<file path="config.mk">
export PLATFORM = sky130hd
export DESIGN_NAME = fp_mul_issue
export DESIGN_NICKNAME = d
export VERILOG_FILES = /design/src/rtl/fp_mul_issue.sv
export SDC_FILE = /design/constraint.sdc
export NUM_CORES = 1
export LEC_CHECK = 0
export BUFFER_PORTS_ARGS = -buffer_cell sky130_fd_sc_hd__buf_2
export CORE_AREA = 10 10 156 158
export CTS_BUF_LIST = sky130_fd_sc_hd__clkbuf_4
export CTS_CLUSTER_DIAMETER = 150
export DETAILED_ROUTE_END_ITERATION = 8
export DIE_AREA = 0 0 166 168
export PLACE_DENSITY = 0.88
export SLEW_MARGIN = 20
export SYNTH_ARGS = -nofsm -noshare
export SYNTH_HDL_FRONTEND = slang
export SYNTH_SLANG_ARGS = --single-unit
</file>
<file path="constraint.sdc">
create_clock -name clk -period 4.88 [get_ports clk]
set_input_delay 0.244 -clock clk [delete_from_list [all_inputs] [get_ports clk]]
set_output_delay 0.244 -clock clk [all_outputs]
set_load 0.02 [all_outputs]
</file>
<file path="src/rtl/fp_mul_issue.sv">
`default_nettype none
// ==========================================================================
// fp_mul_issue : operand FIFO and single-issue sequencer feeding fp_mult
// Rev 1.0
// ==========================================================================
module fp_mul_issue #(
  parameter int DEPTH   = 4,
  parameter int MUL_LAT = 7
) (
  input  logic                   clk,
  input  logic                   rst_n,
  input  logic                   in_valid,
  output logic                   in_ready,
  input  logic [31:0]            in_a,
  input  logic [31:0]            in_b,
  output logic [31:0]            mul_a,
  output logic [31:0]            mul_b,
  output logic                   mul_data_valid,
  input  logic [31:0]            mul_result,
  input  logic                   mul_error,
  output logic                   out_valid,
  input  logic                   out_ready,
  output logic [31:0]            out_result,
  output logic                   out_error,
  output logic                   busy,
  output logic [$clog2(DEPTH):0] fifo_count
);
  localparam int c_ADDR_W = $clog2(DEPTH);
  localparam int c_CNT_W  = $clog2(MUL_LAT) + 1;
  localparam logic [c_ADDR_W:0]  c_FULL     = (c_ADDR_W + 1)'(DEPTH);
  localparam logic [c_CNT_W-1:0] c_CNT_LOAD = c_CNT_W'(MUL_LAT - 1);

  typedef enum logic [1:0] {
    S_IDLE  = 2'd0,
    S_ISSUE = 2'd1,
    S_WAIT  = 2'd2,
    S_HOLD  = 2'd3
  } state_t;

  state_t               state_q, state_d;
  logic [63:0]          mem_q [DEPTH];
  logic [c_ADDR_W-1:0]  wr_ptr_q, wr_ptr_d;
  logic [c_ADDR_W-1:0]  rd_ptr_q, rd_ptr_d;
  logic [c_ADDR_W:0]    count_q, count_d;
  logic [c_CNT_W-1:0]   cnt_q, cnt_d;
  logic [31:0]          mul_a_q, mul_a_d;
  logic [31:0]          mul_b_q, mul_b_d;
  logic [31:0]          out_result_q, out_result_d;
  logic                 out_error_q, out_error_d;
  logic                 out_valid_q, out_valid_d;
  logic                 w_push;
  logic                 w_pop;

  // Full refuses a push even when the same edge pops: in_ready depends only on count.
  assign in_ready = (count_q != c_FULL);
  assign w_push   = in_valid && in_ready;

  always_comb begin
    state_d      = state_q;
    cnt_d        = cnt_q;
    mul_a_d      = mul_a_q;
    mul_b_d      = mul_b_q;
    out_result_d = out_result_q;
    out_error_d  = out_error_q;
    out_valid_d  = out_valid_q;
    w_pop        = 1'b0;
    case (state_q)
      S_IDLE: begin
        if (count_q != '0) begin
          w_pop              = 1'b1;
          {mul_a_d, mul_b_d} = mem_q[rd_ptr_q];
          state_d            = S_ISSUE;
        end
      end
      S_ISSUE: begin
        cnt_d   = c_CNT_LOAD;
        state_d = S_WAIT;
      end
      S_WAIT: begin
        if (cnt_q == '0) begin
          out_result_d = mul_result;
          out_error_d  = mul_error;
          out_valid_d  = 1'b1;
          state_d      = S_HOLD;
        end else begin
          cnt_d = cnt_q - 1'b1;
        end
      end
      S_HOLD: begin
        if (out_ready) begin
          out_valid_d = 1'b0;
          state_d     = S_IDLE;
        end
      end
      default: state_d = S_IDLE;
    endcase
  end

  always_comb begin
    wr_ptr_d = w_push ? wr_ptr_q + 1'b1 : wr_ptr_q;
    rd_ptr_d = w_pop  ? rd_ptr_q + 1'b1 : rd_ptr_q;
    case ({w_push, w_pop})
      2'b10:   count_d = count_q + 1'b1;
      2'b01:   count_d = count_q - 1'b1;
      default: count_d = count_q;
    endcase
  end

  always_ff @(posedge clk) begin
    if (!rst_n) begin
      state_q      <= S_IDLE;
      wr_ptr_q     <= '0;
      rd_ptr_q     <= '0;
      count_q      <= '0;
      cnt_q        <= '0;
      mul_a_q      <= '0;
      mul_b_q      <= '0;
      out_result_q <= '0;
      out_error_q  <= 1'b0;
      out_valid_q  <= 1'b0;
    end else begin
      state_q      <= state_d;
      wr_ptr_q     <= wr_ptr_d;
      rd_ptr_q     <= rd_ptr_d;
      count_q      <= count_d;
      cnt_q        <= cnt_d;
      mul_a_q      <= mul_a_d;
      mul_b_q      <= mul_b_d;
      out_result_q <= out_result_d;
      out_error_q  <= out_error_d;
      out_valid_q  <= out_valid_d;
    end
  end

  // Storage needs no reset; occupancy is tracked by the pointers and count.
  always_ff @(posedge clk) begin
    if (rst_n && w_push) begin
      mem_q[wr_ptr_q] <= {in_a, in_b};
    end
  end

  assign mul_a          = mul_a_q;
  assign mul_b          = mul_b_q;
  assign mul_data_valid = (state_q == S_ISSUE);
  assign out_valid      = out_valid_q;
  assign out_result     = out_result_q;
  assign out_error      = out_error_q;
  assign fifo_count     = count_q;
  assign busy           = (count_q != '0) || (state_q != S_IDLE);

endmodule
`default_nettype wire
</file>
======== Yosys cells after proc, flatten, opt, wreduce, memory -nomap -nowiden ========
Memories as Yosys holds them, arrays and structs flattened. A register that Yosys moved wholly into a read port is not among the register bits.
Cells that the tools add are included.
storage, ports and cells
  word-level logic and storage cells ...... 54
  ROM bits ................................ 0
  register bits ........................... 47
  memories kept ........................... 1
  input port bits ......................... 101
  bits in latches ......................... 0
  RAM bits ................................ 256
cells by class
  shift-type cells ........................ 0
  bitwise gates (word level) .............. 0
  add/subtract/negate cells ............... 5
  multiply operators ...................... 0
  eq/ne operators ......................... 10
  reductions and logical operators ........ 16
  div/mod/pow operators ................... 0
  muxes and demuxes ....................... 14
  $lt $le $gt $ge ......................... 0
memories
  name   words  width  read ports  clocked after memory_dff  wr ports  RTL line  RTL
  mem_q  4      64     1           1                         1         41        logic [63:0] mem_q [DEPTH];
operator list
  operator                                                             number
  2-bit inequality test (second input constant)                        4
  2-bit case mux with 4 select lines                                   1
  4-bit case mux with 2 select lines                                   1
  2-bit nonzero test                                                   4
  2-bit == test (second input constant)                                3
  1-bit two-way mux                                                    6
  2-bit two-way mux                                                    3
  3-bit case mux with 2 select lines                                   1
  2-bit AND reduction                                                  3
  3-bit AND reduction                                                  2
  2-bit by 1-bit adder with 2-bit output (second input constant)       2
  2-bit by 1-bit == test with 1-bit output (second input constant)     2
  4-bit zero test                                                      1
  4-bit two-way mux                                                    1
  4-bit by 1-bit subtractor with 4-bit output (second input constant)  1
  3-bit by 1-bit adder with 3-bit output (second input constant)       1
  3-bit inequality test (second input constant)                        1
  3-bit nonzero test                                                   1
  3-bit by 1-bit subtractor with 3-bit output (second input constant)  1
  1-bit logical AND                                                    2
  2-bit zero test                                                      1
  1-bit case mux with 2 select lines                                   1
  1-bit zero test                                                      1
  1-bit logical OR                                                     1

======== Logic depth before layout (Yosys ltp) ========
  depth after elaboration ................. 5
  gate-level depth with buffers ........... 10

======== Least setup slack after synthesis ========
Ideal clock, no wire load.
  path kind ............................... register -> register
  from .................................... register count_q[0], in the netlist fifo_count[0]
  to ...................................... memory mem_q[0][0], enable pin
  path buffers ............................ 1
  setup time .............................. 429 ps
  arrival ................................. 2794 ps
  path slack .............................. 1657 ps
  stages on the path, launching flop included .. 5
  cell sequence ........................... dfxtp_1 or3b_1 clkbuf_1 and2_1 and3_1
on the way
  longest elaborated chain between the ends .. 5
ends and longest elaborated chain
  item                                     RTL line  RTL
  start, declared                          44        logic [c_ADDR_W:0] count_q, count_d;
  start signal, assigned                   125       count_q <= count_d;
  3-bit inequality test                    55        assign in_ready = (count_q != c_FULL);
  net in_ready                             13        output logic in_ready,
  1-bit logical AND                        56        assign w_push = in_valid && in_ready;
  1-bit logical AND                        137       if (rst_n && w_push) begin
  1-bit two-way mux                        137
  1-bit two-way mux (implied by the code)  138       mem_q[wr_ptr_q] <= {in_a, in_b};
  end, declared                            41
The timed path passes the listed nets, and every way through them passes these cells.

======== Worst setup path in the final report ========
  from .................................... register count_q[2], in the netlist fifo_count[2]
  to ...................................... register count_q[2], in the netlist fifo_count[2]
on the way
  longest elaborated chain between the ends .. 5
  elaborated cells on any way between the ends .. 11
  classes of those cells .................. 2 x add/sub; 3 x eq/ne; 3 x mux; 3 x reduce/logical
ends and longest elaborated chain
  item                                                                              RTL line  RTL
  3-bit nonzero test                                                                69        if (count_q != '0) begin
  1-bit two-way mux                                                                 69
  1-bit two-way mux                                                                 67        case (state_q)
  2-bit by 1-bit == test with 1-bit output / 2-bit == test (equally long branches)  102       case ({w_push, w_pop})
  3-bit case mux with 2 select lines / 2-bit nonzero test (equally long branches)   --
Several ways; a longest one is shown, not always the timed one.
A chain may end at the register's enable or synchronous reset.

==> results.toml <==
[worst_setup_path]
reg2reg_slack_ps = 2310
r2r_start = "fifo_count[2]$_SDFFE_PN0P_"
r2r_cells = 9
path_max_fanout = 7
cp-end-kind = "flop"
cp.arrival_ps = 3160
worstSetupPathType = "flop to flop"
critPathLaunchType = "flop"
cp.required_ps = 5470
r2r-end = "fifo_count[2]$_SDFFE_PN0P_"

[synthesis]
yosys-top-cells-area = "edfxtp_1 (58%), dfxtp_1 (17%), mux4_2 (11%)"
ys_top_cells_by_count = "edfxtp_1 (256), dfxtp_1 (111), nand2_1 (72)"
synth_top_area_share_pct = 58.3
synth_cells = 720
synth_edf_count = 256
synthFlopType = "edfxtp_1"
synthArstFlopShare_pct = 0
yosysTopAreaCell = "edfxtp_1"
synth_area_um2 = 13200
yosys_register_bits = 367
synth_most_common_cell = "edfxtp_1"
yosys_warnings = 0
syn_nets = 833
seq_area_frac_synth_pct = 75.2
avgSynthCellArea_um2 = 18.3
ys_types = 43

[floorplan]
core_um2 = 21400
ios = 205
die_y_um = 168
fp.dieArea_um2 = 27900
start_util_pct = 61.5
fp-row-count = 54
die_w_um = 166

[layout]
regArea_um2 = 9920
multiInputGateArea_um2 = 3020
syn2layout_area_growth_pct = 26.0
drive_gt1_share_pct = 37.6
nNetsFinal = 1193
stdcell_area_um2 = 16600
utilization_pct = 77.5
nFillCells = 1104

[hold_path]
whs_path_depth = 2
hp-start = "in_b[1]"
hold_class = "input pin to flop"
whs_endpoint = "mem_q[2][1]$_DFFE_PP_"

[timing]
slew_headroom_pct = 29.9
worst_slew_pin_slew_ps = 1050
rsz0062_at_grt = "false"
finalCritPeriodShare_pct = 52.7
period_needed_ps = 2570
finalHoldViolations = 0
tns_ps = 0
setup_viol = 0
fmax_mhz = 389
layout_setup_ws_ps = 2310
slew_violations = 0
fin_skew_ps = 45.4

[power]
power-per-cell-area_nw_per_um2 = 536
ir_drop_uv = 488
leakage_nw = 6.24

[outcome]
status = "complete, no violations"

[place]
dp_hpwl_mm = 16.9
place.gp.congestion = 0.753
pre_cts_ws_ps = 2370
placed_area_um2 = 14400
port_buffers = 204

[grt]
grt_pass1_wl_mm = 50.3
grt_max_degree = 66
grt_overflow = 0
grt_pass1_vias = 8944
antenna_found_initial = 2
grt_usage_pct = 22.9

[detailed_routing]
initialDrtViolationCount = 563
routed_wirelength_mm = 32.2
via_per_inst = 5.72
ant_nets = 0
first_pass_iters = 5
via_count = 8226
wl_per_cell_um = 22.4
drc_errors = 0

[clock_tree]
post_cts_buffers = 0
postCtsHoldBufs = 100
cts_tree = "done"
numCtsBuffers = 91
clock-root-buffer = "clkbuf_4"
htree_num_levels = 3
clockBufferDepth = 3
clk_pin_slew_ps = 70
clock_sinks = 367
clk_latency_ps = 700
cts_resized = 0

[flow_run]
cap_viol_max_count = 0
==> worst max path at each step <==
| stage | start | to | slack, ps | cells past startpoint |
|---|---|---|---|---|
| floorplan | fifo_count[0]$_SDFFE_PN0P_ | mem_q[0][0]$_DFFE_PP_ | 1660 | 4 |
| global placement | rd_ptr_q[0]$_SDFFE_PN0P_ | mul_b[19]$_SDFFE_PN0P_ | 2440 | 3 |
| detailed placement | rd_ptr_q[0]$_SDFFE_PN0P_ | mul_a[26]$_SDFFE_PN0P_ | 2370 | 3 |
| CTS | rd_ptr_q[0]$_SDFFE_PN0P_ | mul_a[26]$_SDFFE_PN0P_ | 2340 | 3 |
| global route | state_q[0]$_SDFFE_PN0P_ | mul_b[24]$_SDFFE_PN0P_ | 2170 | 6 |
| finish | fifo_count[2]$_SDFFE_PN0P_ | fifo_count[2]$_SDFFE_PN0P_ | 2310 | 9 |
==> critical path, stage by stage, from the launching register on <==
cell	delay, ps
dfxtp_1	440
or3b_1	500
and2_1	270
inv_1	70
ha_1	180
inv_1	70
fa_1	370
xor2_1	160
or3_1	300
a21oi_1	130
==> metrics by stage <==
stage	hold slack, ps	std cells	total power, W
CTS	247	1434	0.00888
global route	265	1437	0.00933
detailed placement	446	1166	0.00629
finish	298	1437	0.00890
floorplan	343	720	0.00559
global placement	439	1166	0.00621
==> state kept, by name (all words and copies together), names as in the netlist <==
| signal | cells |
|---|---|
| wr_ptr_q | 2 |
| out_valid | 1 |
| mul_b | 32 |
| mul_a | 32 |
| fifo_count | 3 |
| out_result | 32 |
| out_error | 1 |
| cnt_q | 4 |
| rd_ptr_q | 2 |
| mem_q | 256 |
| state_q | 2 |
==> report_power, final <==
| group | internal, W | switching (W) | total, W |
|---|---|---|---|
| combinational | 0.000935 | 0.00131 | 0.00225 |
| clock | 0.00136 | 0.00119 | 0.00255 |
| sequential | 0.00377 | 0.000329 | 0.00410 |
==> routing by layer <==
metal | GRT usage [%] | up-vias | wire length [um]
li1 | - | 3635 | -
met1 | 26.7 | 4097 | 11800
met2 | 39.1 | 433 | 16700
met3 | 7.64 | 61 | 3090
met4 | 7.67 | 0 | 631
met5 | 0 | - | 0
==> layout by cell type (no fill, tap or decap), types with 2 or more instances in the layout <==
cell	Yosys	routed
edfxtp_1	256	256
buf_2	16	204
clkbuf_4	0	140
dfxtp_1	111	109
dlygate4sd3_1	0	100
nand2_1	72	72
mux4_2	64	64
a22o_1	64	64
a21oi_1	40	40
clkinv_1	0	22
inv_1	12	12
ha_1	11	11
nor2_1	7	6
buf_4	6	5
and3_4	0	4
inv_2	1	4
xor2_1	4	4
or3b_1	3	3
diode_2	0	2
nand3_1	2	2
a21o_1	2	2
a2111oi_0	2	2
dfxtp_4	0	2
==> cell families after synthesis <==
| logic type | Yosys count | share of synthesized area, % |
|---|---|---|
| flops | 367 | 75.2 |
| fa+ha+maj | 12 | 1.20 |
| xor+xnor | 4 | 0.266 |
| mux | 65 | 11.0 |
| simple gates | 98 | 3.33 |
| buf+inv | 56 | 2.22 |
| compound gates | 118 | 6.75 |
==> area by class of cell <==
class / instances / share of cell area (%)
sequential: 367 / 59.7
multi-input combinational: 297 / 18.2
timing repair buffer: 310 / 12.5
clock buffer: 140 / 6.33
tap: 280 / 2.11
clock inverter: 28 / 0.821
inverter: 13 / 0.294
antenna: 2 / 0.0301
Note: power is estimated with default switching activity, not from simulation.
